**src/rtl/uart_tx_arbiter.sv**
```systemverilog
// Round-robin, frame-atomic arbiter sharing one UART TX FIFO write port
// between N_REQ byte-stream requesters. An optional source-tag header
// byte {4'hA, idx} is written ahead of each granted frame.
module uart_tx_arbiter #(
    parameter int N_BIT  = 8,
    parameter int N_REQ  = 4,
    parameter int HDR_EN = 1,
    parameter int IDX_W  = 4
) (
    input  logic                   clk,
    input  logic                   rst,
    input  logic [N_REQ-1:0]       req_valid,
    input  logic [N_REQ*N_BIT-1:0] req_data,
    input  logic [N_REQ-1:0]       req_last,
    output logic [N_REQ-1:0]       req_ready,
    input  logic                   tx_full,
    output logic                   tx_wr_en,
    output logic [N_BIT-1:0]       tx_wr_data,
    output logic [N_REQ-1:0]       grant,
    output logic                   busy
);

    typedef enum logic [1:0] {
        IDLE = 2'd0,
        HDR  = 2'd1,
        DATA = 2'd2
    } state_t;

    state_t           state_q, state_d;
    logic [N_REQ-1:0] grant_q, grant_d;
    logic [IDX_W-1:0] idx_q, idx_d;
    logic [IDX_W-1:0] rr_ptr_q, rr_ptr_d;

    // Arbitration result for the IDLE cycle
    logic             sel_found;
    logic [IDX_W-1:0] sel_idx;
    logic [N_REQ-1:0] sel_grant;

    // Granted requester's inputs, muxed by the registered index
    logic             own_valid;
    logic             own_last;
    logic [N_BIT-1:0] own_data;

    // Header byte, fitted to N_BIT (zero-extended or truncated)
    logic [7:0]       hdr8;
    logic [N_BIT-1:0] hdr_byte;

    assign hdr8 = {4'hA, idx_q};

    // Fit the 8-bit header into the data width
    always_comb begin
        hdr_byte = '0;
        for (int b = 0; b < N_BIT && b < 8; b++) begin
            hdr_byte[b] = hdr8[b];
        end
    end

    // Search upward from rr_ptr+1 (wrapping) for the first valid requester
    always_comb begin
        sel_found = 1'b0;
        sel_idx   = '0;
        sel_grant = '0;
        for (int k = 1; k <= N_REQ; k++) begin
            for (int i = 0; i < N_REQ; i++) begin
                if (!sel_found && req_valid[i] &&
                    (i == (int'(rr_ptr_q) + k) % N_REQ)) begin
                    sel_found    = 1'b1;
                    sel_idx      = IDX_W'(i);
                    sel_grant[i] = 1'b1;
                end
            end
        end
    end

    // Select the currently granted requester's valid/last/data
    always_comb begin
        own_valid = 1'b0;
        own_last  = 1'b0;
        own_data  = '0;
        for (int i = 0; i < N_REQ; i++) begin
            if (i == int'(idx_q)) begin
                own_valid = req_valid[i];
                own_last  = req_last[i];
                own_data  = req_data[i*N_BIT +: N_BIT];
            end
        end
    end

    // Next-state and combinational outputs; a frame releases the port only on its last byte
    always_comb begin
        state_d    = state_q;
        grant_d    = grant_q;
        idx_d      = idx_q;
        rr_ptr_d   = rr_ptr_q;
        req_ready  = '0;
        tx_wr_en   = 1'b0;
        tx_wr_data = '0;
        case (state_q)
            IDLE: begin
                if (sel_found) begin
                    grant_d = sel_grant;
                    idx_d   = sel_idx;
                    state_d = (HDR_EN != 0) ? HDR : DATA;
                end
            end
            HDR: begin
                tx_wr_en   = !tx_full;
                tx_wr_data = hdr_byte;
                if (!tx_full) begin
                    state_d = DATA;
                end
            end
            DATA: begin
                req_ready  = grant_q & {N_REQ{!tx_full}};
                tx_wr_en   = own_valid && !tx_full;
                tx_wr_data = own_data;
                if (own_valid && !tx_full && own_last) begin
                    state_d  = IDLE;
                    rr_ptr_d = idx_q;
                    grant_d  = '0;
                end
            end
            default: begin
                state_d = IDLE;
                grant_d = '0;
            end
        endcase
    end

    // State, grant, owner index and round-robin pointer registers
    always_ff @(posedge clk or posedge rst) begin
        if (rst) begin
            state_q  <= IDLE;
            grant_q  <= '0;
            idx_q    <= '0;
            rr_ptr_q <= IDX_W'(N_REQ - 1);
        end else begin
            state_q  <= state_d;
            grant_q  <= grant_d;
            idx_q    <= idx_d;
            rr_ptr_q <= rr_ptr_d;
        end
    end

    assign grant = grant_q;
    assign busy  = (state_q != IDLE);

endmodule

```
**config.mk**
```make
export PLATFORM = sky130hd
export DESIGN_NAME = uart_tx_arbiter
export DESIGN_NICKNAME = d
export VERILOG_FILES = /design/src/rtl/uart_tx_arbiter.sv
export SDC_FILE = /design/constraint.sdc
export NUM_CORES = 1
export LEC_CHECK = 0
export CORE_MARGIN = 1
export CORE_UTILIZATION = 41
export CTS_CLUSTER_DIAMETER = 40
export DETAILED_ROUTE_END_ITERATION = 6
export PLACE_DENSITY = 0.83
export SLEW_MARGIN = 20
export SYNTH_ARGS = -nofsm -noshare
export SYNTH_HDL_FRONTEND = slang
export SYNTH_SLANG_ARGS = --single-unit
```
**constraint.sdc**
```tcl
create_clock -name clk -period 3 [get_ports clk]
set_input_delay 0.45 -clock clk [delete_from_list [all_inputs] [get_ports clk]]
set_output_delay 0.45 -clock clk [all_outputs]
set_load 0.02 [all_outputs]
```
==> reports/summary.md <==
The flow ran to the end, and the final reports show no timing, DRC or antenna violations. The share of the synthesized area in compound gates (AO/OA/AOI/OAI) was 0.2173; the number of antenna violations at the first check in global routing was 0. For this design the static power due to leakage is 0.7274 nW. The chip width works out to 53.11 µm. The part of the Yosys area used for sequential elements is 0.2360.

The run gives 0.001733 mm² as the area of all placed cells without fillers. The clock arrives with 0.002621 ns of skew. Once the clock tree was built, the setup fixing pass inserted 0 buffers.

The detailed router placed 1178 vias in this run. For the total of fill cells in the finished design, the log shows 198. The commonest non-fill, non-tap cell in the layout is clkdlybuf4s50_1. Summed over all layers, the global routing overflow is 0.

The share of async-settable or async-resettable flops after synthesis is 1.000. The floorplan step set the die height to 53.11 µm. The worst setup path is captured at a primary output. Nature of the critical path startpoint: an input pin.

The synthesized netlist contains 40 unique library cells. The layout-stage area growth over the synthesis result was 61.80%. In this run the tool buffered the top-level ports with 60 buffer cells. The detailed router finished its first iteration with 35 violations. The clock tree root buffer cell is clkbuf_4. The tools report the worst-case headroom to the max-slew limit as 0.5334. The pre-antenna-repair detailed-routing pass consisted of 4 iterations. The tightest min-delay check is of the in -> async type. The fraction of the mapped netlist area in adder cells was 0.03505. The congestion estimate from routability-driven global placement came to 0.7849. The run gives 0.001071 mm² as the post-synth design cell area.

The maximum fanout encountered on the critical timing path is 6. The count of clock tree sinks was 10; the DRC violations left was 0. The setup path with the least slack is of type in -> out. The logs give 0 for the total count of max-transition violations in the final report and 0.4743 mV for the largest vdd supply drop. Utilization of the core after routing: 0.6995. Synthesis handed over a netlist of 119 instances.

At the pin with the least slew margin, the transition time is 0.6999 ns. By area, the combinational part of the netlist is dominated by multiplexers. The number of top-level pins was 61.

The maximum achievable frequency came out at 356.9 MHz. The count of cells in the finished layout, fillers not included, comes to 210. Dividing total power by cell area gives a power density of 773.7 mW/mm². The via count of the first global-routing pass is 1105, and the synthesized area per cell is 9.000 µm². The share of final-layout standard cells stronger than drive strength 1 is 0.1278. The number of H-tree branching levels came out at 1. The run gives 0 as the count of warnings emitted by yosys.

The share of total power consumed by net switching was 0.4334; the number of nets produced by synthesis was 165. The overall die area is 0.002821 mm², and the sum of routed wire length over all layers is 3098 µm. The detailed-placement wirelength estimate is 2518 µm, and the simple-gate share of the synthesized area is 0.2103. The number of vias per cell works out to 5.610. The run gives 0.4588 ns as the hold slack.

The multiplexer share of the synthesized area was 0.2313; the period utilization was 0.9340. The top cell types in the final layout, fill and taps aside, are 59 x clkdlybuf4s50_1, 11 x nor2_1, 10 x inv_1, 10 x a21oi_1, 8 x dfrtp_1. Summed over all instances, the cell type with the most area after synthesis is dfrtp_1. Entering global routing, the biggest net connects 19 pins. The design draws 1.341 mW. The number of clock buffers added by TritonCTS is 3. After detailed placement, the design holds a cell count of 206.

The number of antenna diodes in the final layout is 0. Once placement finished, the instance area stood at 0.001694 mm². The residual antenna-violating net count after detailed routing is 0. The tools report the number of setup violations in the final report as 0.

For the worst setup path, the data arrival time is 2.35 ns. The standard cell core area is 0.002477 mm², and the register clock-pin slew on the reported worst setup and hold paths is 0.06 ns. The tool flagged a number of max-cap violations equal to 0. Summed over all nets, the switching power comes to 581.1 µW. The xor and xnor area share after synthesis works out to 0.

After synthesis the netlist holds a flip-flop and latch count of 10. In this run the deepest clock path goes through 2 buffers. Timing analysis after detailed placement gives a worst setup slack of 0.2049 ns. The global-route usage over all layers was 0.2274.

Adding up every negative setup slack in the final design gives 0 ns. The post-route minimum period came out at 2.802 ns. At the later pin of the worst-skew pair, clock insertion delay measures 0.26 ns.

The number of hold violations in the final report was 0; the number of synthesized flops with an enable pin was 0. Setup repair after global routing left no endpoint under its margin. Dominant register cell in the synthesized netlist: dfrtp_1. The area share of the largest cell type after synthesis was 0.1869. Wire length of the first global-routing pass: 4719 µm. At the end of the flow, the number of nets in the layout was 227. The sequential fraction of design power was 0.221. The total internal power is 759.7 µW, and the combinational share of power is 0.692. TritonCTS built the clock tree.

The routed length per instance is 14.75 µm, and the starting utilization of the core area is 0.4323. Ranked by total cell area, the synthesized netlist is headed by dfrtp_1 19%, mux4_2 13%, mux2i_1 5.6%. The tools report the required time of the critical path as 2.55 ns. The run gives 18 as the number of placement rows. Clock share of power: 0.087.

For the smallest setup slack after layout, the log shows 0.1981 ns.
==> worst paths after layout <==
check / startpoint / to / slack (ns) / cells after the start
worst max-delay path: req_valid[2] / tx_wr_en / 0.20 / 7
worst min-delay path: rst / grant[0] / 0.46 / 2
max in group asynchronous: rst / rr_ptr_q[0] / 2.23 / 2
min in group clk: state_q[1] / state_q[1] / 0.52 / 1
worst max register to register: idx_q[1] / grant[0] / 0.90 / 6
worst min register to register: state_q[1] / state_q[1] / 0.52 / 1
==> registers in the layout, summed over array words and instances, names as in the netlist <==
signal	cells
grant	4
idx_q	2
rr_ptr_q	2
state_q	2
==> power by group through the flow <==
stage                     registers, mW  logic (mW)  clock network, mW
final                             0.296       0.928              0.117
after global placement            0.295       0.922                  0
after detailed placement          0.299       0.932                  0
after floorplan                   0.263       0.659                  0
after CTS                         0.297       0.937              0.122
after global routing              0.314        1.01              0.129
==> synth_stat cells (all sizes together), types with 3 or more instances <==
cell type,n
buf,5
inv,10
nand2,7
o21ai,3
ha,3
o211ai,3
dfrtp,8
and2,5
a21oi,10
nor2b,4
nor2,11
mux2i,6
a21o,3
mux4,6
nand3,6
mux2,4
==> critical path, stage by stage <==
cell	delay [ns]
clkdlybuf4s50_1	0.58
mux2_2	0.21
nor2_1	0.04
a21oi_1	0.19
nand3_1	0.10
a21oi_1	0.16
clkdlybuf4s50_1	0.62
==> metal layers <==
layer  part of all wire  GRT usage  up-vias
met3               0.13    0.06034        4
met2               0.48     0.4156       68
li1                   -          -      561
met1               0.38     0.2539      545
met4             0.0097    0.06579        0
met5                  0          0        -
==> cell families (layout without fill, tap and decap cells) <==
| family | count (synthesis) | in the layout |
|---|---|---|
| multiplexers | 16 | 16 |
| AO/OA/AOI/OAI | 32 | 32 |
| AND/OR/NAND/NOR | 42 | 42 |
| buffers and inverters | 16 | 77 |
| adder cells (fa/ha/maj) | 3 | 3 |
| flip-flops | 10 | 10 |
==> layout make-up <==
type | count | area [µm²] | area share
clock buffer | 4 | 36.28 | 0.02094
inverter | 10 | 37.54 | 0.02166
multi-input combinational | 93 | 743.2 | 0.4289
sequential | 10 | 252.7 | 0.1458
tap | 30 | 37.54 | 0.02166
timing repair buffer | 63 | 625.6 | 0.3610
==> timing repair <==
action	CTS	global route
endpoints found under the hold margin	0	0
gates resized for setup	0	1
endpoints found under the setup margin	0	1
hold buffers	0	0
(Power assumes the default switching activity.)
==> patch, RTL diff (config.mk and constraints unchanged) <==
The parameter `N_BIT` goes from 8 to 7.
--- a/src/rtl/uart_tx_arbiter.sv
+++ b/src/rtl/uart_tx_arbiter.sv
@@ -3,5 +3,5 @@
 // byte {4'hA, idx} is written ahead of each granted frame.
 module uart_tx_arbiter #(
-    parameter int N_BIT  = 8,
+    parameter int N_BIT  = 7,
     parameter int N_REQ  = 4,
     parameter int HDR_EN = 1,
Ports: changed (resized req_data and tx_wr_data); port bits go from 61 to 56. The function was not compared with the original's and may differ.
==> patch against the unedited design <==
- sequential cell count unchanged
- design area decreased by 3.0%
- power decreased by 2.2%
- worst setup slack improved by 0.054 ns
- synthesized area decreased by 2.7%
- routed wire length increased by 3.7%
- sequential share of layout area increased by 0.44 points
- largest cell class unchanged
==> patch: results (changes against the unedited design) <==
OUTCOME='complete, no violations'  # unchanged
PORT_BUFFERS=55  # was 60
WORST_SLEW_MARGIN_REL=0.657  # was 0.533
P_LEAK_nW=0.700  # was 0.727 nW
WORSTHOLDPATHTYPE='input pin to async pin'  # unchanged
VIAS_PER_CELL=5.59  # was 5.61
CTS_SETUP_BUFFERS=0  # unchanged
FINALCLOCKSKEW_NS=0.00536  # was 0.00262 ns
DR.PASS1.ITERS=4  # unchanged
SYNTH-WARNING-COUNT=0  # unchanged
YS_SEQ_AREA_FRAC=0.242  # was 0.236
DPL.HPWL_UM=2660  # was 2520 um
FILLERS=186  # was 198
WORST_IR_DROP_VDD_V=0.000495  # was 0.000474 V
YOSYS-TOP-CELLS-COUNT='nand2_1, inv_1, and2_1'  # was nor2_1, a21oi_1, inv_1
SWITCHING_SHARE=0.442  # was 0.433
NUM_VIAS=1135  # was 1178
CRITPATHSLOWESTCELL='dfrtp_1'  # was clkdlybuf4s50_1
DRTITER0DRC=52  # was 35
LARGEST_REGISTER_FF_COUNT=4  # unchanged
CP_DATA_ARRIVAL_TIME_NS=2.30  # was 2.35 ns
CP_SLOWEST_STAGE_DELAY_NS=0.66  # was 0.62 ns
GRT_ANTENNA_BEFORE_REPAIR=0  # unchanged
SYN_NETS=158  # was 165
POST_DRT_WL_PER_CELL_UM=15.8  # was 14.8 um
SYNTH.AREA.TOP_CELLS='dfrtp_1, mux4_2, and2_1, dfstp_2, a21oi_1'  # was dfrtp_1, mux4_2, mux2i_1, dfstp_2, a21oi_1
PLACEDCELLCOUNT=199  # was 206
MAXSLEWVIOLCOUNT=0  # unchanged
CP_TOP_FAMILY='flip-flops'  # was buffers and inverters
FINALWEIGHTEDCONGESTION=0.869  # was 0.785
TRACK_USAGE=0.259  # was 0.227
GRT_FIRST_PASS_WIRELENGTH_UM=5090  # was 4720 um
POST_SYNTH_NUM_CELL_TYPES=36  # was 40
CTS_BUFFERS=3  # unchanged
SYNTH-ASYNC-RESET-RATIO=1.00  # unchanged
CLKSLEWWORSTSETUPHOLDPATHS_NS=0.07
CLOCK_TREE.HTREE_LEVEL_COUNT=1  # unchanged
POST_CTS_RESIZED=0  # unchanged
CTS_ROOT_BUFFER='clkbuf_4'  # unchanged
NUM_ANTENNA_CELLS=0  # unchanged
POSTSYNTHCELLCOUNT=116  # was 119
TIMING.CRITICAL_PATH.FANOUT_MAX=11  # was 6
MAXIMUM_NUMBER_OF_PINS_ON_ONE_NET_BEFORE_GLOBAL_ROUTE_REPAIR=13  # was 19
POST_ROUTE_CELLS_DRIVE_ABOVE_1_SHARE=0.137  # was 0.128
CTS.PATH.MAX_BUFFERS=2  # unchanged
CLK-INSERTION-DELAY-LATE_NS=0.28  # was 0.26 ns
NNETSFINAL=218  # was 227
==> patch: changes by cell type in the layout (fill, tap and decap cells not counted), sizes merged, moves of 3 or more <==
| cell | unedited run | this run |
|---|---|---|
| nor2b | 4 | 7 |
| clkdlybuf4s50 | 59 | 54 |
| nand3 | 6 | 2 |
| nor2 | 11 | 6 |
| and2 | 5 | 10 |
| nand2 | 7 | 12 |
==> patch: worst register-to-register path: cells and delay by family, from the launching register on <==
family                 cells  cell delay, ns
AOI/OAI and AO/OA          1            0.29
buffers and inverters      1            0.21
DFF                        1            0.66
muxes                      2            0.74
==> patch: power by group through the flow <==
stage	clock (W)	combinational, W	sequential (W)
after floorplan	0	0.000598	0.000276
after global placement	0	0.000840	0.000319
after detailed placement	0	0.000859	0.000326
after CTS	0.000128	0.000863	0.000323
after global routing	0.000130	0.000931	0.000340
final	0.000125	0.000865	0.000322
==> patch: cells by family (layout without fill, tap and decap cells) <==
group / count (synthesis) / in the layout / synth area share
flops: 10 / 10 / 0.242
buf+inv: 15 / 74 / 0.0564
compound gates: 32 / 32 / 0.216
fa+ha+maj: 3 / 3 / 0.0360
mux: 15 / 15 / 0.247
simple gates: 41 / 41 / 0.202
==> patch: layout make-up <==
type                            instances  area share
Clock buffer                            4      0.0216
Inverter                               11      0.0246
Multi-Input combinational cell         91       0.436
Sequential cell                        10       0.150
Tap cell                               28      0.0208
Timing Repair Buffer                   59       0.347
==> patch: worst paths after layout <==
check | slack (ns) | cells after the start | from | to
worst max-delay path | 0.25 | 4 | idx_q[0] | tx_wr_en
worst min-delay path | 0.45 | 2 | rst | grant[2]
worst max register to register | 1.03 | 4 | idx_q[0] | grant[2]
worst min register to register | 0.54 | 2 | grant[0] | grant[0]
max in group asynchronous | 2.22 | 2 | rst | rr_ptr_q[0]
min in group clk | 0.54 | 2 | grant[0] | grant[0]
==> patch: stage by stage <==
| stage | setup WS (ns) | instance area (um2) |
|---|---|---|
| 2_1_floorplan | 0.844 | 1040 |
| 3_3_place_gp | 0.331 | 1640 |
| 3_5_place_dp | 0.340 | 1640 |
| 4_1_cts | 0.0700 | 1680 |
| 5_1_grt | 0.124 | 1680 |
| 6_report | 0.252 | 1680 |
==> patch: metal layers <==
| metal | up-vias | global-route usage | share of wire |
|---|---|---|---|
| met2 | 53 | 0.464 | 0.53 |
| met4 | 0 | 0.0965 | 0.022 |
| met3 | 10 | 0.0725 | 0.064 |
| li1 | 547 | - | - |
| met5 | - | 0 | 0 |
| met1 | 525 | 0.286 | 0.38 |
